### src/rtl/rob_commit_pkg.sv
// Shared types for the ROB commit stage: per-slot entry view, the reduced
// control view used by the retire selector, and the controller state encoding.
package rob_commit_pkg;

   localparam int DATA_W_P = 32;
   localparam int AREG_W_P = 5;

   typedef enum logic {
      RUN   = 1'b0,
      FLUSH = 1'b1
   } commit_state_e;

   typedef struct packed {
      logic                c_valid;
      logic                w_reg;
      logic                w_mem;
      logic                exc;
      logic                bpu_fail;
      logic [AREG_W_P-1:0] areg;
      logic [DATA_W_P-1:0] data;
      logic [DATA_W_P-1:0] pc;
      logic [DATA_W_P-1:0] target;
   } commit_slot_t;

   // Only the bits the retire decision needs; areg reduced to "not x0".
   typedef struct packed {
      logic c_valid;
      logic w_reg;
      logic w_mem;
      logic exc;
      logic bpu_fail;
      logic areg_nz;
   } commit_ctl_t;

   function automatic logic [1:0] popcount2(input logic [1:0] v);
      return {1'b0, v[0]} + {1'b0, v[1]};
   endfunction

endpackage

### src/rtl/rob_commit_ctrl_sel.sv
// Combinational retire selector: decides which of the two oldest ROB entries
// retire this cycle and derives the ARF write enables and store commit.
module commit_slot_sel
   import rob_commit_pkg::*;
(
   input  logic              i_run,
   input  commit_ctl_t [1:0] i_ctl,
   input  logic              i_sb_ready,
   output logic [1:0]        o_retire,
   output logic [1:0]        o_arf_we,
   output logic              o_sb_commit
);

   logic       w_ret0;
   logic       w_ret1;
   logic       w_fault0;
   logic       w_fault1;
   logic       w_two_stores;
   logic [1:0] w_sb_slot;

   assign w_fault0     = i_ctl[0].exc | i_ctl[0].bpu_fail;
   assign w_fault1     = i_ctl[1].exc | i_ctl[1].bpu_fail;
   assign w_two_stores = i_ctl[0].w_mem & i_ctl[1].w_mem;

   assign w_ret0 = i_run & i_ctl[0].c_valid & (~i_ctl[0].w_mem | i_sb_ready);

   // Faulting or mispredicted entries retire alone so the flush lines up with them.
   assign w_ret1 = w_ret0 & i_ctl[1].c_valid & ~w_fault0 & ~w_fault1
                 & ~w_two_stores & (~i_ctl[1].w_mem | i_sb_ready);

   assign o_retire = {w_ret1, w_ret0};

   genvar gi;
   generate
      for (gi = 0; gi < 2; gi++) begin : g_side
         assign o_arf_we[gi]  = o_retire[gi] & i_ctl[gi].w_reg & ~i_ctl[gi].exc & i_ctl[gi].areg_nz;
         assign w_sb_slot[gi] = o_retire[gi] & i_ctl[gi].w_mem & ~i_ctl[gi].exc;
      end
   endgenerate

   assign o_sb_commit = |w_sb_slot;

endmodule

### src/rtl/rob_commit_ctrl.sv
// ROB commit-stage controller: zero-latency retire of up to two tail entries,
// ARF/store-buffer side effects, and a one-cycle flush on exception/mispredict.
module rob_commit_ctrl
   import rob_commit_pkg::*;
#(
   parameter int DATA_W = DATA_W_P,
   parameter int AREG_W = AREG_W_P
)
(
   input  logic                clk,
   input  logic                rst_n,
   input  logic [1:0]          c_valid_i,
   input  logic [1:0]          w_reg_i,
   input  logic [1:0]          w_mem_i,
   input  logic [1:0]          exc_i,
   input  logic [1:0]          bpu_fail_i,
   input  logic [2*AREG_W-1:0] areg_i,
   input  logic [2*DATA_W-1:0] data_i,
   input  logic [2*DATA_W-1:0] pc_i,
   input  logic [2*DATA_W-1:0] target_i,
   input  logic                sb_ready_i,
   output logic [1:0]          commit_req_o,
   output logic [1:0]          arf_we_o,
   output logic [2*AREG_W-1:0] arf_waddr_o,
   output logic [2*DATA_W-1:0] arf_wdata_o,
   output logic                sb_commit_o,
   output logic                flush_o,
   output logic                redirect_o,
   output logic [DATA_W-1:0]   redirect_pc_o,
   output logic                exc_o,
   output logic [DATA_W-1:0]   exc_pc_o,
   output logic [31:0]         retired_cnt_o
);

   commit_slot_t [1:0] w_slot;
   commit_ctl_t  [1:0] w_ctl;
   logic [1:0]         w_retire;
   logic               w_run;
   logic               w_unused;

   commit_state_e      r_state;
   commit_state_e      w_state_next;
   logic               r_exc_pend;
   logic               w_exc_pend_next;
   logic               r_redir_pend;
   logic               w_redir_pend_next;
   logic [DATA_W-1:0]  r_exc_pc;
   logic [DATA_W-1:0]  w_exc_pc_next;
   logic [DATA_W-1:0]  r_redir_pc;
   logic [DATA_W-1:0]  w_redir_pc_next;
   logic [31:0]        r_retired_cnt;

   genvar gi;
   generate
      for (gi = 0; gi < 2; gi++) begin : g_slot
         assign w_slot[gi] = '{
            c_valid:  c_valid_i[gi],
            w_reg:    w_reg_i[gi],
            w_mem:    w_mem_i[gi],
            exc:      exc_i[gi],
            bpu_fail: bpu_fail_i[gi],
            areg:     areg_i[gi*AREG_W +: AREG_W],
            data:     data_i[gi*DATA_W +: DATA_W],
            pc:       pc_i[gi*DATA_W +: DATA_W],
            target:   target_i[gi*DATA_W +: DATA_W]
         };
         assign w_ctl[gi] = '{
            c_valid:  w_slot[gi].c_valid,
            w_reg:    w_slot[gi].w_reg,
            w_mem:    w_slot[gi].w_mem,
            exc:      w_slot[gi].exc,
            bpu_fail: w_slot[gi].bpu_fail,
            areg_nz:  |w_slot[gi].areg
         };
         assign arf_waddr_o[gi*AREG_W +: AREG_W] = w_slot[gi].areg;
         assign arf_wdata_o[gi*DATA_W +: DATA_W] = w_slot[gi].data;
      end
   endgenerate

   // Slot 1 never triggers a flush itself; it is re-presented in slot 0 first.
   assign w_unused = ^{w_slot[1].pc, w_slot[1].target};

   assign w_run = (r_state == RUN);

   commit_slot_sel u_sel (
      .i_run       (w_run),
      .i_ctl       (w_ctl),
      .i_sb_ready  (sb_ready_i),
      .o_retire    (w_retire),
      .o_arf_we    (arf_we_o),
      .o_sb_commit (sb_commit_o)
   );

   assign commit_req_o  = w_retire;
   assign exc_pc_o      = r_exc_pc;
   assign redirect_pc_o = r_redir_pc;
   assign retired_cnt_o = r_retired_cnt;

   always_ff @(posedge clk) begin
      if (!rst_n) begin
         r_state       <= RUN;
         r_exc_pend    <= 1'b0;
         r_redir_pend  <= 1'b0;
         r_exc_pc      <= '0;
         r_redir_pc    <= '0;
         r_retired_cnt <= '0;
      end else begin
         r_state       <= w_state_next;
         r_exc_pend    <= w_exc_pend_next;
         r_redir_pend  <= w_redir_pend_next;
         r_exc_pc      <= w_exc_pc_next;
         r_redir_pc    <= w_redir_pc_next;
         r_retired_cnt <= r_retired_cnt + {30'd0, popcount2(w_retire)};
      end
   end

   always_comb begin
      w_state_next      = r_state;
      w_exc_pend_next   = r_exc_pend;
      w_redir_pend_next = r_redir_pend;
      w_exc_pc_next     = r_exc_pc;
      w_redir_pc_next   = r_redir_pc;
      flush_o           = 1'b0;
      exc_o             = 1'b0;
      redirect_o        = 1'b0;
      case (r_state)
         RUN: begin
            if (w_retire[0] && (w_slot[0].exc || w_slot[0].bpu_fail)) begin
               w_state_next = FLUSH;
               // An exception on a mispredicted entry takes precedence.
               if (w_slot[0].exc) begin
                  w_exc_pend_next = 1'b1;
                  w_exc_pc_next   = w_slot[0].pc;
               end else begin
                  w_redir_pend_next = 1'b1;
                  w_redir_pc_next   = w_slot[0].target;
               end
            end
         end
         FLUSH: begin
            flush_o           = 1'b1;
            exc_o             = r_exc_pend;
            redirect_o        = r_redir_pend;
            w_state_next      = RUN;
            w_exc_pend_next   = 1'b0;
            w_redir_pend_next = 1'b0;
         end
         default: begin
            w_state_next = RUN;
         end
      endcase
   end

endmodule

### config.mk
export PLATFORM = sky130hd
export DESIGN_NAME = rob_commit_ctrl
export DESIGN_NICKNAME = d
export VERILOG_FILES = /design/src/rtl/rob_commit_pkg.sv /design/src/rtl/rob_commit_ctrl_sel.sv /design/src/rtl/rob_commit_ctrl.sv
export SDC_FILE = /design/constraint.sdc
export NUM_CORES = 1
export LEC_CHECK = 0
export ABC_AREA = 1
export CORE_AREA = 2 2 152 154
export CTS_BUF_LIST = sky130_fd_sc_hd__clkbuf_16
export DETAILED_ROUTE_END_ITERATION = 12
export DIE_AREA = 0 0 154 156
export MAX_ROUTING_LAYER = met4
export PLACE_DENSITY = 0.54
export SLEW_MARGIN = 5
export SYNTH_ARGS = -nofsm -noshare
export SYNTH_HDL_FRONTEND = slang
export SYNTH_HIERARCHICAL = 1
export SYNTH_SLANG_ARGS = --single-unit
export TNS_END_PERCENT = 100
### constraint.sdc
create_clock -name clk -period 7.7 [get_ports clk]
set_input_delay 1.54 -clock clk [delete_from_list [all_inputs] [get_ports clk]]
set_output_delay 1.54 -clock clk [all_outputs]
set_load 0.01 [all_outputs]
# [Word-level counts from Yosys, hierarchy flattened]
# Index checks and enable logic that the tools add are counted.
# Widths: inputs -> output; s select.
[totals] ff_bits=99 input_bits=215 out_inout_bits=178 word_cells=61
[classes] addsub=2 eq_ne=3 mux=11 bitwise=30 n_reduce_logical=9
[op_table] operator="$add 32x2->32" count=1
[op_table] operator="$and 1x1->1" count=18
[op_table] operator="$reduce_or 5->1" count=2
[op_table] operator="$mux 1" count=8
[op_table] operator="$not 1->1" count=8
[op_table] operator="$ne 2x2->1 const B" count=3
[op_table] operator="$pmux 1 s2" count=3
[op_table] operator="$reduce_and 3->1" count=2
[op_table] operator="$or 1x1->1" count=4
[op_table] operator="$reduce_and 2->1" count=2
[op_table] operator="$add 1x1->2" count=1
[op_table] operator="$reduce_or 2->1" count=1
[op_table] operator="$logic_and 1x1->1" count=1
[op_table] operator="$logic_or 1x1->1" count=1

# [Longest topological paths before layout]
[depth] word_depth=11 ltp_mapped=19 mapped_depth_nobuf=18

# [Hierarchy]
# Netlist, hierarchy kept.
[by_module_without_submodules] mod="rob_commit_ctrl" n_inst=1 cells_per_inst=630 area_each_um2=4626.9 seq_area_each_um2=1981.9
[by_module_without_submodules] mod="commit_slot_sel" n_inst=1 cells_per_inst=27 area_each_um2=155.1 seq_area_each_um2=0.0

# [Worst setup path after synthesis]
# Ideal clock, no wire load.
[synth_timing] path_type="input to output" startpoint="input bpu_fail_i[1]" endpoint="output commit_req_o[1]" arrival_ns=2.011 required_time_ns=6.160 slack_ns=4.149 cell_stages=6 n_path_buf=1 path_cell_list="inv_1 nand3_4 nor2_4 nand2_2 inv_1 buf_4"
[synth_between] elab_chain_cells=5
[synth_rtl] item="start, declared" line_no="rob_commit_ctrl.sv:16" source="input logic [1:0] bpu_fail_i,"
[synth_rtl] item="$or 1x1->1" line_no="rob_commit_ctrl_sel.sv:22" source="assign w_fault1 = i_ctl[1].exc | i_ctl[1].bpu_fail;"
[synth_rtl] item="$not 1->1" line_no="rob_commit_ctrl_sel.sv:28" source="assign w_ret1 = w_ret0 & i_ctl[1].c_valid & ~w_fault0 & ~w_fault1"
[synth_rtl] item="$and 1x1->1" line_no="rob_commit_ctrl_sel.sv:28"
[synth_rtl] item="$and 1x1->1 (2 in series)" line_no="rob_commit_ctrl_sel.sv:29" source="& ~w_two_stores & (~i_ctl[1].w_mem | i_sb_ready);"
[synth_rtl] item="end, declared" line_no="rob_commit_ctrl.sv:22" source="output logic [1:0] commit_req_o,"
# Every way passes these cells.

# [Worst setup path in the final report]
[layout_timing] startpoint="input sb_ready_i" endpoint="output sb_commit_o"
[layout_between] elab_chain_cells=10 elab_cells_between_ends=13 classes_between="bitwise: 12; reduce/logical: 1"
[layout_rtl] item="start, declared" line_no="rob_commit_ctrl.sv:21" source="input logic sb_ready_i,"
[layout_rtl] item="$or 1x1->1" line_no="rob_commit_ctrl_sel.sv:25" source="assign w_ret0 = i_run & i_ctl[0].c_valid & (~i_ctl[0].w_mem | i_sb_ready);"
[layout_rtl] item="$and 1x1->1" line_no="rob_commit_ctrl_sel.sv:25"
[layout_rtl] item="$and 1x1->1 (3 in series)" line_no="rob_commit_ctrl_sel.sv:28"
[layout_rtl] item="$and 1x1->1 (2 in series)" line_no="rob_commit_ctrl_sel.sv:29"
[layout_rtl] item="$and 1x1->1 (2 in series)" line_no="rob_commit_ctrl_sel.sv:37" source="assign w_sb_slot[gi] = o_retire[gi] & i_ctl[gi].w_mem & ~i_ctl[gi].exc;"
[layout_rtl] item="$reduce_or 2->1 *" line_no="rob_commit_ctrl_sel.sv:41" source="assign o_sb_commit = |w_sb_slot;"
[layout_rtl] item="end, declared" line_no="rob_commit_ctrl.sv:26" source="output logic sb_commit_o,"
# Mark *: on every way between the ends. The rest lies on a longest branch, timed or not.

==> results.txt <==
IO Port Bufs - 200
placed cell count - 1046
WL met3 - 1.23 mm
Core ar. - 0.0224 mm^2
routed wire length per instance - 13.0 um
Setup Viol. Count Final - 0
Crit. End Element - output port
Post-Layout Cell Count - 1062
Final ANT Viol Nets - 0
vias in the first global route - 4117
H-tree depth - 3
crit-path max FO - 6
dpl hpwl - 10.0 mm
Crit Path Category - in -> out
Hold Path Class - reg -> reg
I/O Pins - 393
Clock Tree Root - clkbuf_16
Yosys cell types - 30
post-route setup slack - 3060 ps
maximum vdd ir drop - 0.0779 mV
Hold Vio Cnt, Final - 0
DRC - 0
Avg Cell Area, Syn - 7.28 um^2
Synth Instances - 657
DP Area - 0.00647 mm^2
WP data arrival - 3100 ps
Top Layer Used - met4
Pwr Density - 179 mW/mm^2
Max Buffers Root-to-Sink - 2
via count - 4277
GP Congestion - 0.760
Via density - 4.03
Max Cap Viol - 0
count of pins over their slew limit - 0
initial antenna violation count - 0
first-pass GRT wire length - 21.5 mm
Post-CTS Hold Buffers - 0
FMAX - 216 MHz
layout cell share with drive strength beyond 1 - 5.92%
Die Wd - 154 um
gr usage total - 11.7%
drt first pass iters - 4
post-route cell area - 0.00680 mm^2
Num CTS Buffers - 9
CTS Sinks - 99
ANT cells - 0
post-CTS setup repair buffer count - 0
post-cts sizing count - 0
final worst path period need - 4640 ps
pin count of the biggest net entering global routing - 70
status - finished, final reports clean
CTS tree - built
total die area - 0.0240 mm^2
clk_lat worst skew - 340 ps
Clock transition at path regs - 70 ps
most frequent cells in the layout - 199 x clkdlybuf4s50_1, 124 x nor2_1, 99 x dfxtp_1
met1 WL - 6.08 mm
Tcrit/Tclk final - 60.3%
RSZ-0062 raised after global routing - false
worst rel slew slack - 54.4%
met2 wire length - 6.06 mm
Area growth syn-to-layout - 42.3%
die height - 156 um
leak pwr - 2.54 nW
Place WS - 3060 ps
Synth warnings - 6
Initial Utilization - 21.4%
Iter 0 DRT Violations - 239
Mapped Nets - 874
WP data required - 6160 ps
Clock Skew - 4.85 ps
Rows - 55
total grt overflow - 0
total negative setup slack - 0 ps
Final nets - 989
Post-Route WL - 13.8 mm
most common cell after layout, fill and taps aside - clkdlybuf4s50_1
Slew @ Worst Pin - 685 ps
FF+latch count, synth - 99
sequential-to-total area share from yosys stat - 41.4%
Synth Cell Area - 0.00478 mm^2
Tot Pwr - 1.22 mW
startpoint types - primary input
## cell type report
| class | instances | area, um^2 |
|---|---|---|
| multi-input cells | 390 | 1850 |
| repair buffers | 203 | 2020 |
| fillers | 2394 | 15600 |
| flip-flops and latches | 99 | 1980 |
| well taps | 285 | 357 |
| clock inverters | 7 | 108 |
| clock buffers | 9 | 225 |
| inverters | 69 | 259 |
## flip-flops by register name, summed over array words and instances, names as in the netlist
name and cells:
exc_pc_o 32, r_redir_pend 1, r_state 1, redirect_pc_o 32
r_exc_pend 1, retired_cnt_o 32
## layer usage
| metal | global-route usage (%) | vias up |
|---|---|---|
| met5 | - | - |
| met4 | 5.30 | 0 |
| met3 | 4.39 | 41 |
| met2 | 17.9 | 150 |
| met1 | 13.8 | 1873 |
| li1 | - | 2213 |
## cells in the mapped netlist (all sizes together)
| library cell | n | area, um^2 |
|---|---|---|
| a21oi | 56 | 292 |
| and2 | 3 | 18.8 |
| and3 | 2 | 12.5 |
| buf | 91 | 657 |
| clkbuf | 8 | 30.0 |
| dfxtp | 99 | 1980 |
| fa | 1 | 20.0 |
| ha | 1 | 12.5 |
| inv | 69 | 259 |
| nand2 | 87 | 354 |
| nand3 | 21 | 118 |
| nand4 | 1 | 6.26 |
| nor2 | 139 | 614 |
| nor3 | 3 | 15.0 |
| o21a | 1 | 7.51 |
| o21ai | 72 | 360 |
| or2 | 1 | 6.26 |
| xnor2 | 1 | 8.76 |
| xor2 | 1 | 8.76 |
## cells by family after synthesis
| family | after synthesis | share of synthesized area [%] |
|---|---|---|
| AOI/OAI and AO/OA | 129 | 13.8 |
| xor gates and xnor gates | 2 | 0.366 |
| adders and majority gates | 2 | 0.680 |
| buffers and inverters | 168 | 19.8 |
| DFF | 99 | 41.4 |
| and+or+nand+nor | 257 | 23.9 |
## metrics by stage
stage | hold WS (ps) | util (%)
finish | 442 | 30.4
global route | 460 | 30.4
CTS | 447 | 30.4
detailed placement | 436 | 28.9
global placement | 432 | 28.9
floorplan | 427 | -
## worst paths after layout
check,startpoint,endpoint,slack (ps),cells past startpoint
max,sb_ready_i,sb_commit_o,3060,8
min,redirect_pc_o[17]$_SDFFE_PN0P_,redirect_pc_o[17]$_SDFFE_PN0P_,440,2
max reg2reg,r_state$_SDFF_PP0_,retired_cnt_o[24]$_SDFF_PN0_,5110,18
min reg2reg,redirect_pc_o[17]$_SDFFE_PN0P_,redirect_pc_o[17]$_SDFFE_PN0P_,440,2
## where the power goes
group | internal [mW] | switching (mW) | total (mW)
registers | 0.533 | 0.0105 | 0.543
clock network | 0.315 | 0.202 | 0.516
logic | 0.0931 | 0.0673 | 0.160
## worst max-delay path, stage by stage
cell             delay [ps]
clkdlybuf4s50_1         500
inv_1                    50
nand2_1                  70
nand2_2                  90
inv_1                   150
nand3_1                  90
nand2_1                  80
clkdlybuf4s50_1         540
Note: power is estimated with default switching activity, not from simulation.
